===== src/rtl/datapath_ctrl.sv =====
// datapath_ctrl: three-state instruction sequencer (IDLE -> EXEC -> WB).
// Latches one 32-bit instruction word per handshake and drives it to the
// datapath. It waits ALU_LAT unstalled EXEC cycles, then issues the write
// enables for one unstalled WB cycle. A Y1/Y2 dual-write collision is
// resolved in favour of Y1 and reported on err_dual.
module datapath_ctrl #(
  parameter int ALU_LAT = 2
) (
  input  logic        clk,
  input  logic        rst_n,
  input  logic        instr_valid,
  output logic        instr_ready,
  input  logic [31:0] instr,
  input  logic        stall,
  output logic [2:0]  op,
  output logic        form,
  output logic [1:0]  vec,
  output logic [3:0]  A,
  output logic [3:0]  B,
  output logic [3:0]  C,
  output logic [3:0]  D,
  output logic [3:0]  Y1,
  output logic [3:0]  Y2,
  output logic [1:0]  write,
  output logic        busy,
  output logic        err_dual,
  output logic [15:0] retired
);

  typedef enum logic [1:0] {
    ST_IDLE = 2'd0,
    ST_EXEC = 2'd1,
    ST_WB   = 2'd2
  } state_t;

  // The counter counts down to zero, so EXEC lasts ALU_LAT unstalled cycles.
  localparam logic [3:0] CNT_LOAD = 4'(ALU_LAT - 1);

  state_t      state_r;
  logic [3:0]  cnt_r;
  logic [31:0] word_r;
  logic [15:0] retired_r;

  // A write field of 11 that targets the same register twice is a collision.
  function automatic logic dual_collision(input logic [31:0] word);
    return (word[1:0] == 2'b11) && (word[9:6] == word[5:2]);
  endfunction

  // Sequencer: state, cycle counter, latched instruction and retire count.
  always_ff @(posedge clk or negedge rst_n) begin
    if (!rst_n) begin
      state_r   <= ST_IDLE;
      cnt_r     <= 4'd0;
      word_r    <= 32'd0;
      retired_r <= 16'd0;
    end else begin
      case (state_r)
        ST_IDLE: begin
          if (instr_valid && !stall) begin
            word_r  <= instr;
            cnt_r   <= CNT_LOAD;
            state_r <= ST_EXEC;
          end
        end
        ST_EXEC: begin
          if (!stall) begin
            if (cnt_r == 4'd0) begin
              state_r <= ST_WB;
            end else begin
              cnt_r <= cnt_r - 4'd1;
            end
          end
        end
        ST_WB: begin
          if (!stall) begin
            retired_r <= retired_r + 16'd1;
            state_r   <= ST_IDLE;
          end
        end
        default: begin
          state_r <= ST_IDLE;
          cnt_r   <= 4'd0;
        end
      endcase
    end
  end

  // Handshake readiness, write enables and collision flag for this cycle.
  always_comb begin
    instr_ready = 1'b0;
    write       = 2'b00;
    err_dual    = 1'b0;
    if (state_r == ST_IDLE) begin
      // Gated by rst_n so the controller never advertises readiness in reset.
      instr_ready = rst_n & ~stall;
    end else begin
      instr_ready = 1'b0;
    end
    if ((state_r == ST_WB) && !stall) begin
      if (dual_collision(word_r)) begin
        write    = 2'b01;
        err_dual = 1'b1;
      end else begin
        write    = word_r[1:0];
        err_dual = 1'b0;
      end
    end else begin
      write    = 2'b00;
      err_dual = 1'b0;
    end
  end

  assign busy    = (state_r != ST_IDLE);
  assign retired = retired_r;
  assign op      = word_r[31:29];
  assign form    = word_r[28];
  assign vec     = word_r[27:26];
  assign A       = word_r[25:22];
  assign B       = word_r[21:18];
  assign C       = word_r[17:14];
  assign D       = word_r[13:10];
  assign Y1      = word_r[9:6];
  assign Y2      = word_r[5:2];

endmodule


===== config.mk =====
export PLATFORM = sky130hd
export DESIGN_NAME = datapath_ctrl
export DESIGN_NICKNAME = d
export VERILOG_FILES = /design/src/rtl/datapath_ctrl.sv
export SDC_FILE = /design/constraint.sdc
export NUM_CORES = 1
export LEC_CHECK = 0
export CORE_MARGIN = 2
export CORE_UTILIZATION = 41
export CTS_BUF_LIST = sky130_fd_sc_hd__clkbuf_16
export CTS_CLUSTER_DIAMETER = 50
export DETAILED_ROUTE_END_ITERATION = 16
export PLACE_DENSITY = 0.86
export SLEW_MARGIN = 40
export SYNTH_ARGS = -nofsm -noshare
export SYNTH_HDL_FRONTEND = slang
export SYNTH_SLANG_ARGS = --single-unit

===== constraint.sdc =====
create_clock -name clk -period 1.4 [get_ports clk]
set_input_delay 0.14 -clock clk [delete_from_list [all_inputs] [get_ports clk]]
set_output_delay 0.14 -clock clk [all_outputs]
set_load 0.02 [all_outputs]

## Word level (Yosys, flattened, before mapping)

Cells that the tools add are included.

- Eq/ne operators: 9
- Mux-type cells: 14
- Div/mod/pow operators: 0
- Bitwise gates (word level): 3
- Add/subtract/negate cells: 2
- Multiply operators: 0
- Reduce and logical (&&, ||, !) cells: 11
- Shift-type cells: 0
- Magnitude comparators: 0

Operator list:

| operator | count |
|---|---|
| $add A16 B1 Y16 const B | 1 |
| $mux W2 | 6 |
| $mux W4 | 3 |
| $pmux W4 S3 | 1 |
| $ne A2 B2 Y1 const B | 5 |
| $reduce_and A4 Y1 | 2 |
| $pmux W2 S3 | 1 |
| $eq A2 B2 Y1 const B | 2 |
| $eq A4 B4 Y1 | 1 |
| $logic_not A4 Y1 | 1 |
| $reduce_and A2 Y1 | 2 |
| $sub A4 B1 Y4 const B | 1 |
| $logic_and A1 B1 Y1 | 3 |
| $mux W1 | 3 |
| $eq A2 B1 Y1 const B | 1 |
| $logic_not A2 Y1 | 1 |
| $not A1 Y1 | 2 |
| $reduce_bool A2 Y1 | 1 |
| $and A1 B1 Y1 | 1 |
| $logic_not A1 Y1 | 1 |

- Logic and storage cells: 43
- Memory bits (read-only): 0
- Input port bits: 36
- Register bits after elaboration: 54
- Bits in latches: 0
- RAM bits: 0
- Memories: 0
- Output and inout port bits: 51

## Longest topological paths before layout

Gate-level depths: netlist (run 1).

- Depth after elaboration: 4
- Gate-level depth with buffers: 5
- Mapped depth without buffers: 5

## Worst setup path after synthesis (run 1)

Ideal clock, no wire load.

- Path kind: flip-flop to flip-flop
- Start: reg state_r[0]
- End: reg word_r[10]
- Period minus slack after synthesis: 1618 ps
- Path slack: -218 ps
- Buffers on the path: 1
- Cell stages (with the launch flop): 5
- Setup time: 128 ps
- Required time: 1272 ps
- Arrival time: 1491 ps
- Cell sequence: dfrtp_1 or2_1 nor2_2 buf_4 mux2_1

- Longest elaborated chain between the ends: 2

Ends and longest elaborated chain:

| element | RTL line | RTL |
|---|---|---|
| start: declaration | 39 | `state_t state_r;` |
| start signal: assignment | 52 | `state_r <= ST_IDLE;` |
| start signal: assignment | 62 | `state_r <= ST_EXEC;` |
| start signal: assignment | 68 | `state_r <= ST_WB;` |
| $logic_not A2 Y1 | 57 | `case (state_r)` |
| $reduce_and A2 Y1 (no source line) | - |  |
| end signal: assignment | 60 | `word_r <= instr;` |
| end: declaration | 41 | `logic [31:0] word_r;` |

No other way between the ends.
A chain may end at the register's enable or synchronous reset.

## Final worst setup path (run 1)

- Start: reg word_r[5]
- End: out err_dual

- Longest elaborated chain between the ends: 4

Ends and longest elaborated chain:

| element | RTL line | RTL |
|---|---|---|
| $eq A4 B4 Y1 | 46 | `return (word[1:0] == 2'b11) && (word[9:6] == word[5:2]);` |
| $logic_and A1 B1 Y1 | 46 |  |
| $mux W1 | 100 | `if (dual_collision(word_r)) begin` |
| $mux W1 | 99 | `if ((state_r == ST_WB) && !stall) begin` |
| end: declaration | 26 | `output logic err_dual,` |

No other way between the ends.

==> reports/summary.txt, run 1 <==
Nature of the critical path endpoint - output pin
GRT overflow - 0
Top-area cell type share of the netlist area - 0.527
Final core occ - 0.681
Core area - 5990 um2
Vias per cell - 4.87
Synth cell types - 33
DRC - 0
Post-synthesis mux area share - 0.149
DIE WIDTH - 83.1 um
CTS Sinks - 54
Rows - 28
Final setup violation count - 51
RSZ-0062 raised after global routing - true
Synthesized-area fraction occupied by adder cells - 0.0146
Post-Syn Area - 2560 um2
Cts hold-fix bufs - 0
Fmax - 0.571 GHz
WHS - 0.0312 ns
Worst Path Arrival - 1.61 ns
Initial Utilization - 0.428
PD cells - 2010 nW/um2
Xor-xnor portion of the synthesized cell area - 0.0649
Asr flop ratio synth - 1.00
Static Leak - 2.07 nW
DP Wirelength - 3.98 mm
Pins Over Slew Limit - 0
Crit path from - word_r[5]$_DFFE_PN0P_
Top delay family on crit path - simple AND/OR/NAND/NOR gates
Die Ht - 83.1 um
Number of global-route vias before repair - 2012
Worst-Margin Slew - 0.677 ns
Pin count of the biggest net entering global routing - 55
Clk slew on worst S/H paths - 0.07 ns
Slew headroom - 0.548
Tot GR Track Use - 0.188
Largest family of logic cells by synthesized area - multiplexers
WL per Instance - 16.9 um
Nets - 347
Crit path time final - 1.75 ns
Syn Inst Count - 207
Type of the worst setup path - register to output pin
Worst path bufs/invs - 2
Slowest stage cell, crit path - dfrtp_1
Worst IR Drop VDD - 1.15 mV
Share of post-route cells with drive strength above 1 - 0.356
Status - finished with violations
PortBufs - 86
Most common cell in the netlist - dfrtp_1
Pwr Total - 8.20 mW
Clk buf depth - 2
GPL Wtd Cong - 0.759
Via count - 1871
Crit path largest cell delay - 0.40 ns
First DRT Iteration DRCs - 55
Final setup margin - -0.353 ns
H-tree levels - 2
Skew final - 0.00869 ns
Max Cap Viol - 0
Most frequent CP cell - buf_4
CTS tree - yes
Placed cells - 359
Final Cycle Share - 1.25
Syn_nets - 246
Final wirelength - 6.48 mm
Synth top area cells - dfrtp_1 (53%), mux2_1 (13%), buf_4 (9.7%)
#FFs+latches synth - 54
Worst EP required - 1.26 ns
Post-synth top cells - dfrtp_1 (54), buf_4 (33), mux2_1 (30)
Max FO, Critical Path - 2
Crit start category - register
Clk root buf - clkbuf_16
DRT Pass-1 Iters - 4
Initial antenna violation count - 0
Mean Syn Cell Area - 12.4 um2
EDFF count, synth - 0
Yosys top cell by area - dfrtp_1
Worst-Skew Late Latency - 0.29 ns
Dominant synthesized flop cell - dfrtp_1
Post-synthesis compound-gate area fraction - 0.0303
Area grow syn2layout - 59.1%
Antenna cells - 0
Tightest Hold Check Type - primary input to async pin
Routed Antenna Nets - 0
Die ar. - 6900 um2
Fill cell count - 425
Clock buffer count from CTS - 5
Finished Layout Cells - 384
Total negative setup slack - -11.08 ns
R2r startpoint - state_r[0]$_DFFE_PN0P_
# IOs - 87
Failing checks - negative setup slack
Final Hold Vio Count - 0
First-pass GRT wire length - 10.4 mm
CP cell instances - xor2_1, nor4_4, buf_4, nor2b_1, buf_4
Post-synthesis sequential area ratio - 0.527
Yosys Warn Count - 0
Post-Synth Simple-Gate Area - 0.111
## layout make-up
type	count	area (um2)	area share
sequential	54	1360	0.332
timing repair buffer	128	1290	0.317
multi-input combinational	116	1160	0.284
clock buffer	5	125	0.0307
tap	75	93.8	0.0230
clock inverter	3	37.5	0.00921
inverter	3	15.0	0.00368
## sequential cells by signal (all words and copies together) (netlist names)
signal,cells
retired,16
state_r,2
cnt_r,4
word_r,32
## metal layers
| metal | vias to the layer above | share of wire | global-route usage |
|---|---|---|---|
| met3 | 7 | 0.050 | 0.0437 |
| met1 | 919 | 0.45 | 0.255 |
| met2 | 62 | 0.49 | 0.306 |
| li1 | 883 | - | - |
| met5 | - | 0 | 0 |
| met4 | 0 | 0.010 | 0.0447 |
## where the power goes
group / total [mW] / switching [mW] / internal, mW
Combinational: 4.33 / 1.89 / 2.43
Sequential: 2.53 / 0.385 / 2.14
Clock: 1.35 / 0.519 / 0.831
## cell usage in the layout (no fill, tap or decap), types with 3 or more instances in the layout
master,count
and3_1,3
buf_12,3
buf_4,30
buf_6,12
clkbuf_16,5
clkdlybuf4s50_1,38
dfrtp_1,51
dfrtp_2,3
dlygate4sd2_1,24
dlymetal6s2s_1,17
ha_1,3
inv_1,3
mux2_4,32
nand2_1,5
nand3_1,4
nand4_1,5
nor2_1,8
nor2b_1,3
xnor2_1,10
xor2_1,7
## worst paths after layout
kind,to,slack (ns),cells past startpoint
max in group asynchronous,retired[0]$_DFFE_PN0P_,0.89,2
hold reg to reg,retired[11]$_DFFE_PN0P_,0.48,1
hold / removal,retired[5]$_DFFE_PN0P_,0.03,2
min in group clk,word_r[26]$_DFFE_PN0P_,0.47,2
setup reg to reg,retired[11]$_DFFE_PN0P_,-0.34,7
setup / recovery,err_dual,-0.35,5
## metrics by stage
stage	instance area [um2]	setup WS, ns
after floorplan	2590	-0.0624
after global placement	3470	-0.501
after detailed placement	3470	-0.536
after CTS	3960	-0.436
after global routing	4080	-0.449
final	4080	-0.353
## cells by family after synthesis
logic type,count (synthesis)
AOI/OAI and AO/OA,12
DFF,54
adders and majority gates,3
muxes,34
xor gates and xnor gates,19
and+or+nand+nor,48
buffers and inverters,37
## timing repair
item / CTS / global route
pin swaps: 12 / 19
endpoints found under the setup margin: 71 / 73
setup buffers: 11 / 7
cloned: 3 / 0
gates resized for setup: 98 / 38
Note: power is estimated with default switching activity, not from simulation.
==> run 2: changes to the inputs <==
CTS_BUF_LIST = sky130_fd_sc_hd__clkbuf_8 sky130_fd_sc_hd__clkbuf_16   (was sky130_fd_sc_hd__clkbuf_16)
==> reports/summary.txt, run 2 (synthesized netlist as in run 1, its figures left out) <==
Status - finished with violations
Failing checks - negative setup slack
R2r startpoint - state_r[0]$_DFFE_PN0P_
Reg2Reg Setup Slack - -0.35 ns
Global Route met1 Usage - 0.247
Clk buf depth - 2
# IOs - 87
Die Ht - 83.1 um
Commonest non-fill, non-tap cell in the layout - dfrtp_1
Pins Over Slew Limit - 0
DIE WIDTH - 83.1 um
Pin count of the biggest net entering global routing - 55
Initial antenna violation count - 0
Nature of the critical path endpoint - register
Core area - 5990 um2
Share of post-route cells with drive strength above 1 - 0.406
Reg with most FFs - word_r
Max reg flops - 32
PD cells - 1890 nW/um2
Max FO, Critical Path - 4
CTS tree - yes
Cts hold-fix bufs - 0
Final wirelength - 6.51 mm
Worst-Margin Slew - 0.695 ns
Skew final - 0.0135 ns
Commonest cells after routing, fill and taps aside - dfrtp_1 (50), dlygate4sd2_1 (41), clkdlybuf4s50_1 (34), mux2_4 (33), buf_4 (30)
Vias per cell - 4.92
Slowest stage cell, crit path - dfrtp_2
FF-to-FF path depth - 7
Nets - 351
Grt peak-use layer - met2
Area of the multi-input gates - 1230 um2
Final Hold Vio Count - 0
DP Wirelength - 3.98 mm
Clk root buf - clkbuf_8
Crit path time final - 1.75 ns
Fmax - 0.573 GHz
Worst path bufs/invs - 3
Combinational share of power - 0.536
Antenna cells - 0
CP cell instances - buf_6, nor3b_4, buf_4, buf_6, and4_4, nand4_1, xnor2_1
First-pass GRT wire length - 10.1 mm
Top delay family on crit path - simple AND/OR/NAND/NOR gates
Tightest Hold Check Type - primary input to async pin
Rows - 28
FF-to-FF End - retired[11]$_DFFE_PN0P_
Crit path largest cell delay - 0.44 ns
Static Leak - 2.02 nW
Via count - 1910
CTS Sinks - 54
Routed Antenna Nets - 0
WL per Instance - 16.8 um
Slew headroom - 0.537
Final setup margin - -0.346 ns
Number of global-route vias before repair - 1985
DRT Pass-1 Iters - 4
GPL Wtd Cong - 0.759
Sw Ratio - 0.351
Int Pwr - 4.99 mW
Final Cycle Share - 1.25
Tot GR Track Use - 0.181
Fill cell count - 429
Seq. cell area - 1360 um2
Worst Path Arrival - 1.95 ns
Worst slack, placed - -0.536 ns
Clock power share - 0.139
RSZ-0062 raised after global routing - true
Worst-Skew Late Latency - 0.30 ns
DRC - 0
Most frequent CP cell - buf_6
Register share of total power - 0.326
Clock buffer count from CTS - 5
Area grow syn2layout - 59.2%
Final setup violation count - 56
Worst EP required - 1.60 ns
Met2 Usage GRT - 0.299
Worst IR Drop VDD - 1.06 mV
Clk slew on worst S/H paths - 0.10 ns
First DRT Iteration DRCs - 32
Type of the worst setup path - register to register
Initial Utilization - 0.428
Max Cap Viol - 0
Sw Pwr - 2.71 mW
Die ar. - 6900 um2
PortBufs - 86
H-tree levels - 2
Met3 usage - 0.0427
Crit start category - register
Total negative setup slack - -12.67 ns
GRT overflow - 0
[run 2: cell type report]
class / count / area share
clock buffer: 6 / 0.0202
clock inverter: 2 / 0.00828
inverter: 3 / 0.00276
multi-input combinational: 116 / 0.301
sequential: 54 / 0.332
tap: 75 / 0.0230
timing repair buffer: 132 / 0.312
[run 2: power groups by stage]
stage	sequential [mW]	clock (mW)	combinational, mW
3_5_place_dp	2.53	0	3.32
2_1_floorplan	2.54	0	2.17
3_3_place_gp	2.48	0	3.22
4_1_cts	2.49	1.10	3.84
5_1_grt	2.58	1.16	4.37
6_report	2.51	1.07	4.12
[run 2: repair_timing]
item                       4_1_cts  5_1_grt
setup endpoints to repair       87       57
gates resized for setup        116       42
cloned                           3        0
pin swaps                       12       20
setup buffers                    9       12
[run 2: metal layers]
layer,vias to the layer above,wire [um]
met5,-,0
met1,948,2850
li1,896,-
met4,0,46
met3,6,309
met2,60,3310
[run 2: worst max path at each step]
stage | startpoint | to | slack (ns) | cells after the start
floorplan | state_r[0]$_DFFE_PN0P_ | word_r[10]$_DFFE_PN0P_ | -0.06 | 4
global placement | word_r[3]$_DFFE_PN0P_ | err_dual | -0.50 | 5
detailed placement | word_r[2]$_DFFE_PN0P_ | err_dual | -0.54 | 6
CTS | word_r[6]$_DFFE_PN0P_ | err_dual | -0.46 | 6
global route | word_r[3]$_DFFE_PN0P_ | err_dual | -0.43 | 5
finish | state_r[0]$_DFFE_PN0P_ | retired[11]$_DFFE_PN0P_ | -0.35 | 7
[run 2: per-stage QoR]
stage | area, um2 | std cells | hold slack (ns) | power (mW) | utilization
CTS | 3850 | 378 | 0.0492 | 7.42 | 0.642
finish | 4080 | 388 | 0.0185 | 7.70 | 0.681
global route | 4080 | 388 | 0.0722 | 8.11 | 0.681
floorplan | 2590 | 207 | -0.156 | 4.71 | -
detailed placement | 3470 | 359 | 0.389 | 5.84 | 0.579
global placement | 3470 | 359 | 0.386 | 5.70 | 0.579
==> run 3: changes to the inputs <==
SLEW_MARGIN = 20   (was 40)
==> results of run 3 <==
Final layout, timing and power as in run 2 (identical DEF).
